--- config.mk ---
export PLATFORM = sky130hd
export DESIGN_NAME = life_gen_ctrl
export DESIGN_NICKNAME = d
export VERILOG_FILES = /design/src/rtl/life_gen_ctrl.sv
export SDC_FILE = /design/constraint.sdc
export NUM_CORES = 1
export LEC_CHECK = 0
export CORE_ASPECT_RATIO = 0.8
export CORE_UTILIZATION = 48
export DETAILED_ROUTE_END_ITERATION = 6
export PLACE_DENSITY_LB_ADDON = 0.12
export RECOVER_POWER = 100
export SYNTH_ARGS = -nofsm -noshare
export SYNTH_HDL_FRONTEND = slang
export SYNTH_SLANG_ARGS = --single-unit
export TNS_END_PERCENT = 5
--- constraint.sdc ---
create_clock -name clk -period 3.3 [get_ports clk]
set_input_delay 0.66 -clock clk [delete_from_list [all_inputs] [get_ports clk]]
set_output_delay 0.66 -clock clk [all_outputs]
set_load 0.02 [all_outputs]
--- src/rtl/life_gen_ctrl.sv ---
// rtl/life_gen_ctrl.sv - Game of Life generation sequencer and grid state register
//
// Purpose:
//   Holds the current generation, hands it to the external evolve datapath and
//   commits the returned next generation on a single step (IDLE) or on every
//   DIV-th cycle (RUN). Counts committed generations and parks in HALT once the
//   pattern stops changing.
//
// Optional feature macro: LIFE_PERIOD2_DETECT_EN
//   When defined, the previous generation is also kept so that period-2
//   oscillators are detected and halted as well.
//
// Ports:
//   clk        in   system clock, rising edge
//   reset      in   asynchronous active-low reset
//   seed       in   N*N initial pattern, captured on load
//   load       in   pulse: grid <= seed, counters cleared, back to IDLE
//   start      in   pulse: enter free-running evolution
//   stop       in   pulse: leave free-running evolution
//   step       in   pulse: commit one generation while IDLE
//   grid_next  in   N*N next generation from the evolve datapath
//   grid       out  N*N current generation
//   gen_count  out  GEN_W generations committed since last load (saturating)
//   running    out  high while in RUN
//   stable     out  high while in HALT

module life_gen_ctrl #(
   parameter int N     = 8,
   parameter int DIV   = 4,
   parameter int GEN_W = 16
) (
   input  logic               clk,
   input  logic               reset,
   input  logic [N*N-1:0]     seed,
   input  logic               load,
   input  logic               start,
   input  logic               stop,
   input  logic               step,
   input  logic [N*N-1:0]     grid_next,
   output logic [N*N-1:0]     grid,
   output logic [GEN_W-1:0]   gen_count,
   output logic               running,
   output logic               stable
);

   localparam int CELLS  = N * N;
   localparam int TICK_W = (DIV > 1) ? $clog2(DIV) : 1;

   typedef enum logic [1:0] {
      IDLE = 2'd0,
      RUN  = 2'd1,
      HALT = 2'd2
   } state_t;

   state_t             state, state_d;
   logic [CELLS-1:0]   grid_d;
   logic [GEN_W-1:0]   gen_d;
   logic [GEN_W-1:0]   gen_inc;
   logic [TICK_W-1:0]  tick, tick_d;
   logic               commit;
   logic               still;
   logic               p2_hit;

   // Saturating increment: the counter sticks at all-ones instead of wrapping.
   assign gen_inc = (&gen_count) ? gen_count : gen_count + 1'b1;
   assign still   = (grid_next == grid);

`ifdef LIFE_PERIOD2_DETECT_EN
   logic [CELLS-1:0] prev, prev_d;

   // Requiring at least two generations keeps a freshly loaded pattern from
   // matching the cleared prev register.
   assign p2_hit = (grid_next == prev) && (gen_inc >= GEN_W'(2));
`else
   assign p2_hit = 1'b0;
`endif

   always_comb begin
      state_d = state;
      grid_d  = grid;
      gen_d   = gen_count;
      tick_d  = tick;
      commit  = 1'b0;
`ifdef LIFE_PERIOD2_DETECT_EN
      prev_d  = prev;
`endif

      if (load) begin
         grid_d  = seed;
         gen_d   = '0;
         tick_d  = '0;
         state_d = IDLE;
`ifdef LIFE_PERIOD2_DETECT_EN
         prev_d  = '0;
`endif
      end else begin
         case (state)
            IDLE: begin
               // stop outranks start/step, so it swallows them while doing nothing itself
               if (stop) begin
                  state_d = IDLE;
               end else if (start) begin
                  state_d = RUN;
                  tick_d  = '0;
               end else if (step) begin
                  commit = 1'b1;
               end
            end
            RUN: begin
               if (stop) begin
                  state_d = IDLE;
                  tick_d  = '0;
               end else if (tick == TICK_W'(DIV - 1)) begin
                  commit = 1'b1;
                  tick_d = '0;
               end else begin
                  tick_d = tick + 1'b1;
               end
            end
            HALT: begin
               state_d = HALT;
            end
            default: begin
               state_d = IDLE;
            end
         endcase

         if (commit) begin
            if (still) begin
               state_d = HALT;
            end else begin
               grid_d = grid_next;
               gen_d  = gen_inc;
`ifdef LIFE_PERIOD2_DETECT_EN
               prev_d = grid;
`endif
               if (p2_hit) begin
                  state_d = HALT;
               end
            end
         end
      end
   end

   always_ff @(posedge clk or negedge reset) begin
      if (!reset) begin
         state     <= IDLE;
         grid      <= '0;
         gen_count <= '0;
         tick      <= '0;
         running   <= 1'b0;
         stable    <= 1'b0;
      end else begin
         state     <= state_d;
         grid      <= grid_d;
         gen_count <= gen_d;
         tick      <= tick_d;
         running   <= (state_d == RUN);
         stable    <= (state_d == HALT);
      end
   end

`ifdef LIFE_PERIOD2_DETECT_EN
   always_ff @(posedge clk or negedge reset) begin
      if (!reset) begin
         prev <= '0;
      end else begin
         prev <= prev_d;
      end
   end
`endif

endmodule

==> results of run 1 <==
[cells by family after synthesis]
family                     Yosys count  share of synthesized area
and+or+nand+nor                    217                      0.240
AOI/OAI and AO/OA                  154                      0.208
DFF                                 86                      0.386
xor gates and xnor gates            64                      0.101
buffers and inverters               51                     0.0505
muxes                                5                    0.00988
adders and majority gates            2                    0.00449
[worst min path at each step]
stage / start / endpoint / slack [ns]
final: tick[1]$_DFFE_PN0P_ / tick[1]$_DFFE_PN0P_ / 0.52
after global routing: tick[1]$_DFFE_PN0P_ / tick[1]$_DFFE_PN0P_ / 0.53
after detailed placement: tick[1]$_DFFE_PN0P_ / tick[1]$_DFFE_PN0P_ / 0.51
after global placement: tick[1]$_DFFE_PN0P_ / tick[1]$_DFFE_PN0P_ / 0.48
after floorplan: reset / gen_count[0]$_DFFE_PN0P_ / 0.36
after CTS: reset / grid[58]$_DFFE_PN0P_ / 0.32
[placed cells by master, fill, tap and decap left out, types with 3 or more instances in the layout]
cell,n
clkdlybuf4s50_1,130
dfrtp_1,86
dlygate4sd3_1,83
a21oi_1,72
nor2b_1,69
nand2b_1,67
xnor2_1,64
a221o_1,64
nand4_1,20
nor2_1,16
buf_4,11
and3_1,10
clkbuf_16,9
nor3_1,8
nand2_1,5
nor4_1,4
nand3_1,4
mux2_1,4
a31oi_1,4
buf_12,4
nor4b_1,3
clkbuf_1,3
[power breakdown]
| part | internal, mW | switching, mW | leakage [nW] |
|---|---|---|---|
| Clock | 0.628 | 0.427 | 0.146 |
| Combinational | 0.457 | 0.415 | 2.02 |
| Sequential | 1.14 | 0.0895 | 1.08 |
| Total | 2.22 | 0.932 | 3.25 |
[stage by stage]
stage	utilization	instance area, um^2	hold slack (ns)
4_1_cts	0.731	8110	0.316
5_1_grt	0.728	8080	0.533
6_report	0.728	8080	0.518
3_5_place_dp	0.703	7810	0.506
3_3_place_gp	0.703	7810	0.479
2_1_floorplan	-	5570	0.364
[state kept, by name, indices dropped and copies added (netlist names)]
name and cells:
gen_count 16, grid 64, running 1, stable 1
state 2, tick 2
[Yosys cell counts, types with 3 or more instances]
master / instances
nor4b_1: 3
xnor2_1: 64
a21oi_1: 72
nor2b_1: 69
nor2_1: 16
a2111oi_2: 3
nand2b_1: 67
nand3_1: 4
buf_2: 6
dfrtp_1: 86
mux2_1: 4
nand4_1: 20
buf_6: 11
a221o_1: 64
nor4_1: 4
and3_1: 10
clkbuf_1: 32
nand2_1: 5
a31oi_1: 4
nor3_1: 8
[final cells by class]
type                       instances  share of cell area
clock inverter                     3             0.00526
multi-input combinational        442               0.388
inverter                           2            0.000929
sequential                        86               0.266
clock buffer                      13              0.0322
timing repair buffer             230               0.285
tap                              144              0.0223
[routing by layer]
layer	vias up	share of wire
li1	2497	-
met5	-	0
met2	286	0.46
met4	0	0.018
met3	28	0.094
met1	2748	0.42
[worst reg2reg max path, stage by stage (launching register included)]
cell,delay [ns]
dfrtp_1,0.43
xnor2_1,0.23
nand4_1,0.24
nor4_1,0.50
and4_1,0.29
nor2_2,0.15
buf_12,0.22
a221o_1,0.31
==> impl_metrics.toml, run 1 <==
[run_status]
failed_checks = "max-capacitance violations, max-slew violations"
run_status = "finished with violations"

[power_and_ir_drop]
p_total_mw = 3.15
vdd.ir_drop.worst_uv = 262
cellLeakagePower_nw = 3.25
power_density_mw_per_mm2 = 390

[logic_synthesis]
syn_inst = 579
syn_nets = 715
synth.avg_cell_area_um2 = 9.62
ys_ff_latch = 86
yosysUniqueCellTypes = 38
ys.flop_type = "dfrtp_1"
synth-edff-count = 0
syn_area_mm2 = 0.00557
synth_area_leaders = "dfrtp_1 (39%), a221o_1 (12%), xnor2_1 (10%), nor2b_1 (7.7%), nand2b_1 (7.5%)"
yosysWarnings = 0
yosysSeqAreaShare = 0.386
yosys.area.top_type = "dfrtp_1"
async_flop_share = 1.00
synth_top_area_frac = 0.386

[placed_design]
pre_cts_slack_ns = 0.152
placedCellCount = 904
dp_hpwl_mm = 13.8
port_buffers = 215
place_congestion = 0.831

[cts]
ctsHtreeMaxLevel = 3
cts_root_buf = "clkbuf_16"
clk_path_buf_depth = 2
clk_latency_ns = 0.34
tritoncts = "yes"
cts_resized = 0
postCtsSetupRepairBufs = 0
clkSinkCount = 86
cts_inserted_buffers = 9
clkSlewWorstSetupHoldPaths_ns = 0.06
post_cts_hold_buffer_count = 0

[finish]
finalNonFillerCells = 920
ff_latch_area_mm2 = 0.00215
multi_input_area_mm2 = 0.00314
drive_above_1_share = 0.0477
n_antenna_cell = 0
syn2layout_area_growth_pct = 45.1
fillers = 844
fin_nets = 907

[global_routing]
grt_busiest_layer = "met2"
grt_use_met1 = 0.422
grt_use_total = 0.310
grt_pass1_vias = 5264
grt_use_met3 = 0.0859
grt_pass1_wl_mm = 28.4
antenna_found_initial = 0
grt_overflow_total = 0
grt_use_met2 = 0.493
grt_max_degree = 104

[floorplanning]
coreArea_mm2 = 0.0111
rows = 34
io_pins = 216
die_area_mm2 = 0.0120
die_y_um = 98.4
initial_utilization = 0.502
die_w_um = 122

[sta]
tightest_slew_ns = 2.37
fin_skew_ns = 0.00669
fmax_mhz = 337
hold_viol_final = 0
rsz0062_at_grt = "no"
slew-limit-headroom = -0.580
drv_slew = 144
period_needed_ns = 2.97
setup_slack_ns = 0.329
fin_tns_setup_ns = 0
finalCritPeriodShare = 0.900
setup_viol = 0

[critical_path]
cp_num_buf_inv = 2
cp_cell_sequence = "dlygate4sd3_1 > xnor2_1 > nand4_1 > nor4_1 > and4_1 > nor2_2 > buf_12 > a221o_1"
critPathSlowestCell = "dlygate4sd3_1"
path_depth = 8
reg2reg_from = "grid[62]$_DFFE_PN0P_"
crit_family = "simple AND/OR/NAND/NOR gates"
critPathCaptureType = "register"
worstPathMaxFanout = 24
start_kind = "input port"
endpoint = "grid[5]$_DFFE_PN0P_"
required_ns = 3.51
reg2reg_to = "grid[5]$_DFFE_PN0P_"
crit_arrival_ns = 3.19
cpPeakStageDelay_ns = 0.59
reg2regPathDepth = 7
criticalPathCategory = "in -> reg"
rrSetupSlack_ns = 0.80
worstSetupStartpoint = "grid_next[62]"

[detailed_routing]
drc = 0
firstDrtPassIters = 5
antenna_left = 0
num_vias = 5559
drt-total-wl_mm = 18.8
drtIter0Drc = 501
via_per_inst = 6.04
wire_per_inst_um = 20.5

[hold_path]
min_path_cells = 1
hold_path_class = "reg -> reg"

[run]
maxCapViolCount = 2
Note: power is estimated with default switching activity, not from simulation.
==> inputs of run 2 (changes only) <==
--- a/config.mk
+++ b/config.mk
@@ -10,6 +10,7 @@
 export DETAILED_ROUTE_END_ITERATION = 6
 export PLACE_DENSITY_LB_ADDON = 0.12
 export RECOVER_POWER = 100
+export SKIP_LAST_GASP = 1
 export SYNTH_ARGS = -nofsm -noshare
 export SYNTH_HDL_FRONTEND = slang
 export SYNTH_SLANG_ARGS = --single-unit
==> results of run 2 <==
Same layout as run 1: the final DEF is identical, and so are final timing and power.
